## src/rtl/wb_master_sequencer.sv

```systemverilog
// wb_master_sequencer
// ---------------------------------------------------------------------------
// Wishbone classic single-cycle bus master. Each command taken on the cmd
// channel runs exactly one read or write bus cycle. The result comes back on
// the rsp channel as read data, or as an error flag if the slave never acks.
//
// Handshake rule, for both cmd and rsp: a transfer happens on the rising edge
// where valid && ready are both 1. The valid side holds its payload stable
// until that edge. The ready side may change ready at any time.
//
// Ports
//   clk_i, rst_i             clock; synchronous active-high reset
//   cmd_valid/cmd_ready      command channel (cmd_we, cmd_adr, cmd_wdata)
//   rsp_valid/rsp_ready      response channel (rsp_rdata, rsp_err)
//   cyc_o, stb_o, we_o       Wishbone master control
//   adr_o, dat_o             Wishbone address / write data (dat_o = 0 on reads)
//   dat_i, ack_i             Wishbone read data / acknowledge
//   state_o                  current FSM state (IDLE=0, REQUEST=1, RESPOND=2)
// ---------------------------------------------------------------------------
module wb_master_sequencer #(
    parameter int TIMEOUT_CYCLES = 16,
    parameter int ADDR_WIDTH     = 32,
    parameter int DATA_WIDTH     = 32
) (
    input  logic                  clk_i,
    input  logic                  rst_i,
    input  logic                  cmd_valid,
    output logic                  cmd_ready,
    input  logic                  cmd_we,
    input  logic [ADDR_WIDTH-1:0] cmd_adr,
    input  logic [DATA_WIDTH-1:0] cmd_wdata,
    output logic                  rsp_valid,
    input  logic                  rsp_ready,
    output logic [DATA_WIDTH-1:0] rsp_rdata,
    output logic                  rsp_err,
    output logic                  cyc_o,
    output logic                  stb_o,
    output logic                  we_o,
    output logic [ADDR_WIDTH-1:0] adr_o,
    output logic [DATA_WIDTH-1:0] dat_o,
    input  logic [DATA_WIDTH-1:0] dat_i,
    input  logic                  ack_i,
    output logic [1:0]            state_o
);

    typedef enum logic [1:0] {
        ST_IDLE    = 2'd0,
        ST_REQUEST = 2'd1,
        ST_RESPOND = 2'd2
    } state_t;

    localparam int CNT_W = (TIMEOUT_CYCLES > 0) ? $clog2(TIMEOUT_CYCLES + 1) : 1;
    // Counter value on the last REQUEST cycle allowed before the abort.
    localparam logic [CNT_W-1:0] CNT_LAST =
        CNT_W'((TIMEOUT_CYCLES > 0) ? TIMEOUT_CYCLES - 1 : 0);

    state_t                state_q, state_d;
    logic                  cmd_ready_q, cmd_ready_d;
    logic                  cyc_q, cyc_d;
    logic                  we_q, we_d;
    logic [ADDR_WIDTH-1:0] adr_q, adr_d;
    logic [DATA_WIDTH-1:0] dat_q, dat_d;
    logic                  rsp_valid_q, rsp_valid_d;
    logic [DATA_WIDTH-1:0] rdata_q, rdata_d;
    logic                  err_q, err_d;
    logic [CNT_W-1:0]      cnt_q, cnt_d;

    always_ff @(posedge clk_i) begin
        if (rst_i) begin
            state_q     <= ST_IDLE;
            cmd_ready_q <= 1'b1;
            cyc_q       <= 1'b0;
            we_q        <= 1'b0;
            adr_q       <= '0;
            dat_q       <= '0;
            rsp_valid_q <= 1'b0;
            rdata_q     <= '0;
            err_q       <= 1'b0;
            cnt_q       <= '0;
        end else begin
            state_q     <= state_d;
            cmd_ready_q <= cmd_ready_d;
            cyc_q       <= cyc_d;
            we_q        <= we_d;
            adr_q       <= adr_d;
            dat_q       <= dat_d;
            rsp_valid_q <= rsp_valid_d;
            rdata_q     <= rdata_d;
            err_q       <= err_d;
            cnt_q       <= cnt_d;
        end
    end

    always_comb begin
        state_d     = state_q;
        cyc_d       = cyc_q;
        we_d        = we_q;
        adr_d       = adr_q;
        dat_d       = dat_q;
        rsp_valid_d = rsp_valid_q;
        rdata_d     = rdata_q;
        err_d       = err_q;
        cnt_d       = cnt_q;

        case (state_q)
            ST_IDLE: begin
                if (cmd_valid && cmd_ready_q) begin
                    state_d = ST_REQUEST;
                    cyc_d   = 1'b1;
                    we_d    = cmd_we;
                    adr_d   = cmd_adr;
                    // Reads drive zero on the data bus rather than stale data.
                    dat_d   = cmd_we ? cmd_wdata : '0;
                    cnt_d   = '0;
                end
            end
            ST_REQUEST: begin
                // The ack check comes first, so an ack on the final allowed
                // cycle beats the timeout.
                if (ack_i) begin
                    state_d     = ST_RESPOND;
                    cyc_d       = 1'b0;
                    rdata_d     = we_q ? '0 : dat_i;
                    err_d       = 1'b0;
                    rsp_valid_d = 1'b1;
                end else if (TIMEOUT_CYCLES != 0 && cnt_q == CNT_LAST) begin
                    state_d     = ST_RESPOND;
                    cyc_d       = 1'b0;
                    rdata_d     = '0;
                    err_d       = 1'b1;
                    rsp_valid_d = 1'b1;
                end else if (TIMEOUT_CYCLES != 0) begin
                    cnt_d = cnt_q + 1'b1;
                end
            end
            ST_RESPOND: begin
                // The FSM stays here for at least one cycle. That guarantees
                // stb is low for at least one cycle between bus cycles.
                if (rsp_ready) begin
                    state_d     = ST_IDLE;
                    rsp_valid_d = 1'b0;
                    cnt_d       = '0;
                end
            end
            default: begin
                state_d = ST_IDLE;
            end
        endcase

        cmd_ready_d = (state_d == ST_IDLE);
    end

    // In a classic single master, cyc and stb are the same signal, so one
    // flop drives both.
    assign cmd_ready = cmd_ready_q;
    assign cyc_o     = cyc_q;
    assign stb_o     = cyc_q;
    assign we_o      = we_q;
    assign adr_o     = adr_q;
    assign dat_o     = dat_q;
    assign rsp_valid = rsp_valid_q;
    assign rsp_rdata = rdata_q;
    assign rsp_err   = err_q;
    assign state_o   = state_q;

endmodule

```

## config.mk

```make
export PLATFORM = sky130hd
export DESIGN_NAME = wb_master_sequencer
export DESIGN_NICKNAME = d
export VERILOG_FILES = /design/src/rtl/wb_master_sequencer.sv
export SDC_FILE = /design/constraint.sdc
export NUM_CORES = 1
export LEC_CHECK = 0
export ABC_AREA = 1
export ABC_CLOCK_PERIOD_IN_PS = 1410
export BUFFER_PORTS_ARGS = -buffer_cell sky130_fd_sc_hd__buf_2
export CAP_MARGIN = 20
export CORE_MARGIN = 3
export CORE_UTILIZATION = 35
export DETAILED_ROUTE_END_ITERATION = 10
export PLACE_DENSITY = 0.78
export SLEW_MARGIN = 10
export SYNTH_ARGS = -nofsm -noshare
export SYNTH_HDL_FRONTEND = slang
export SYNTH_SLANG_ARGS = --single-unit
```

## constraint.sdc

```tcl
create_clock -name clk_i -period 1.41 [get_ports clk_i]
set_input_delay 0 -clock clk_i [delete_from_list [all_inputs] [get_ports clk_i]]
set_output_delay 0 -clock clk_i [all_outputs]
set_load 0.02 [all_outputs]
```

==> flow_metrics.tcl <==
set metrics [dict create \
    status "finished, violations left" \
    violations "negative setup slack" \
    rsz0062_at_grt "yes" \
    fmax_ghz 0.621 \
    start_util 0.368 \
    finalCritPeriodShare 1.14 \
    combPwrFrac 0.249 \
    p_switching_mw 2.14 \
    grt_pass1_vias 4609 \
    clk_latency_ns 0.36 \
    final_cells 951 \
    die_x_um 112 \
    num_vias 4508 \
    drive_gt1_frac 0.377 \
    endpoint_kind "flip-flop" \
    crit_arrival_ns 1.91 \
    ff2ff_path_depth 11 \
    synth_top_area_share 0.553 \
    crit_end "rsp_rdata[3]$_SDFFE_PP0P_" \
    globalplace.congestion 0.815 \
    cpPeakStageDelay_ns 0.35 \
    root_buffer "clkbuf_8" \
    rows 37 \
    ys_warn_count 0 \
    grt_usage 0.218 \
    syn_nets 607 \
    setup_viol 42 \
    post-route-util 0.623 \
    avgSynthCellArea_um2 7.77 \
    slowest_stage "dfxtp_2" \
    worst_slew_margin_rel 0.774 \
    dpl_worst_slack_ns -0.166 \
    slew_viol_final 0 \
    holdWs_ns 0.0236 \
    critPathKind "reg2reg" \
    vias_per_cell 4.74 \
    yosys.area.top_type "dfxtp_1" \
    drtIter0Drc 409 \
    boundaryPins 206 \
    clk_pin_slew_ns 0.10 \
    synth_seq_cells 108 \
    n_antenna_cell 0 \
    clkPwrFrac 0.259 \
    clk_path_buf_depth 2 \
    cap_violations 0 \
    fillers 845 \
    ant_nets 0 \
    dieArea_um2 12500 \
    grt_max_degree 72 \
    numCtsBuffers 9 \
    crit_family "simple AND/OR/NAND/NOR gates" \
    r2r-end "rsp_rdata[3]$_SDFFE_PP0P_" \
    crit_cells 11 \
    antenna_found_initial 0 \
    yosysUniqueCellTypes 20 \
    ir_drop_uv 896 \
    p_seq_frac 0.492 \
    power_density_nw_per_um2 1050 \
    firstDrtPassIters 6 \
    ys_seq_area_frac 0.553 \
    hold_viol_final 0 \
    dp.cells 828 \
    crit_start "cnt_q[0]$_SDFFE_PP0P_" \
    core_area_um2 10600 \
    port_buffers 205 \
    numClockSinks 108 \
    finalWirelength_um 13800 \
    swShare 0.309 \
    reg2reg_from "cnt_q[0]$_SDFFE_PP0P_" \
    grt_pass1_wl_um 22200 \
    synth_area_um2 3910 \
    grt-ovfl-total 0 \
    dp_hpwl_um 7350 \
    syn_inst 503 \
    htree_levels 3 \
    syn_to_final_growth_pct 69.0 \
    worst_ep_required_time_ns 1.71 \
    final.setup.tns_ns -5.07 \
    postLayoutSetupSlackWorst_ns -0.201 \
    r2r_slack_ns -0.20 \
    cts_tree "yes" \
    hold_path.class "in2reg" \
    worst_setup_path_start_kind "flip-flop" \
    skew_ns 0.0121 \
    crit_buf_inv 2 \
    period_minus_slack_ns 1.61 \
    p_int_mw 4.77 \
    tightest_slew_ns 0.339 \
    wl_per_cell_um 14.5 \
    path_cells "ha_4 -> nand2_4 -> nor2_4 -> ha_4 -> nor2_4 -> nand2_2 -> nand2_4 -> buf_6 -> buf_16 -> nand2_4 -> a21oi_2" \
    dieHeight_um 112 \
    nets 915 \
    crit_path_max_fanout 6 \
    p_leak_nw 3.05 \
    synth.area.top_cells "dfxtp_1, nand2_1, a21oi_1" \
    remaining_drc_errors 0 \
    cpMostUsedCell "nand2_4" \
]
[worst min-delay path by stage]
stage                        from                      to  slack, ns  cells after the start
detailed placement    cmd_adr[21]  adr_o[21]$_SDFFE_PP0P_       0.25                      3
floorplan           cmd_wdata[10]  dat_o[10]$_SDFFE_PP0P_       0.14                      2
CTS                         ack_i    rsp_err$_SDFFE_PP0P_       0.01                      4
global route                ack_i    rsp_err$_SDFFE_PP0P_       0.02                      4
finish                      ack_i    rsp_err$_SDFFE_PP0P_       0.02                      4
global placement      cmd_adr[14]  adr_o[14]$_SDFFE_PP0P_       0.25                      3
[cell usage in the layout (no fill, tap or decap), drive strengths merged]
| cell type | instances |
|---|---|
| a21oi | 71 |
| buf | 231 |
| clkbuf | 11 |
| clkinv | 3 |
| dfxtp | 108 |
| dlygate4sd3 | 97 |
| ha | 2 |
| inv | 18 |
| nand2 | 150 |
| nand3 | 10 |
| nor2 | 77 |
| nor3 | 1 |
| o21ai | 33 |
| o31ai | 1 |
| or2 | 2 |
[repair_timing]
action	CTS	global route
endpoints found under the hold margin	98	0
gates resized for setup	53	16
pin swaps	35	5
setup buffers	8	1
setup endpoints to repair	41	42
cloned	4	0
hold buffers	97	0
[worst register-to-register path, stage by stage, from the launching register on]
cell	delay [ns]
dfxtp_2	0.35
ha_4	0.17
nand2_4	0.07
nor2_4	0.05
ha_4	0.16
nor2_4	0.09
nand2_2	0.08
nand2_4	0.12
buf_6	0.14
buf_16	0.13
nand2_4	0.04
a21oi_2	0.14
[routing by layer]
metal / vias to the layer above / GRT usage / routed length [µm] / share of wire
met5: - / 0 / 0 / 0
met4: 0 / 0.127 / 755 / 0.055
met3: 62 / 0.0647 / 907 / 0.066
met2: 206 / 0.388 / 7020 / 0.51
met1: 2035 / 0.226 / 5080 / 0.37
li1: 2205 / - / - / -
[power groups by stage]
stage,Combinational [mW],Clock [mW],Sequential [mW]
2_1_floorplan,0.567,0,3.72
3_3_place_gp,1.34,0,3.45
3_5_place_dp,1.35,0,3.46
4_1_cts,1.67,1.85,3.40
5_1_grt,1.86,1.99,3.43
6_report,1.72,1.79,3.40
[cell usage after synthesis]
| master | instances |
|---|---|
| buf_2 | 9 |
| nor2_4 | 1 |
| a21oi_1 | 71 |
| nor2_1 | 75 |
| dfxtp_1 | 108 |
| inv_2 | 2 |
| nand2_2 | 2 |
| nand2_1 | 148 |
| buf_4 | 5 |
| ha_1 | 2 |
| nand3_1 | 9 |
| o31ai_1 | 1 |
| buf_6 | 3 |
| clkbuf_1 | 14 |
| nor3_4 | 1 |
| nor2_2 | 1 |
| o21ai_0 | 33 |
| nand3_4 | 1 |
| inv_1 | 15 |
| or2_2 | 2 |
[final cells by class]
class	instances	area, µm²	share of cell area
clock buffers	11	151	0.0229
clock inverters	4	33.8	0.00512
inverters	17	66.3	0.0100
multi-input cells	347	1710	0.259
flip-flops and latches	108	2160	0.328
well taps	136	170	0.0258
repair buffers	328	2310	0.350
[registers in the layout, indices dropped and copies added (netlist names), 2 cells and up]
signal,cells
dat_o,32
cnt_q,5
rsp_rdata,32
adr_o,32
state_o,2
[metrics by stage]
| step | total power [mW] | area (µm²) |
|---|---|---|
| after global routing | 7.28 | 6600 |
| after detailed placement | 4.81 | 5120 |
| after global placement | 4.79 | 5120 |
| after floorplan | 4.29 | 3930 |
| final | 6.91 | 6600 |
| after CTS | 6.92 | 6570 |
[cells by family (layout without fill, tap and decap cells)]
| kind of cell | after synthesis | after routing | synth area share |
|---|---|---|---|
| compound gates | 105 | 105 | 0.135 |
| fa+ha+maj | 2 | 2 | 0.00641 |
| buf+inv | 48 | 360 | 0.0596 |
| flops | 108 | 108 | 0.553 |
| simple gates | 240 | 240 | 0.245 |
No activity file was read; power rests on OpenSTA's default activity.
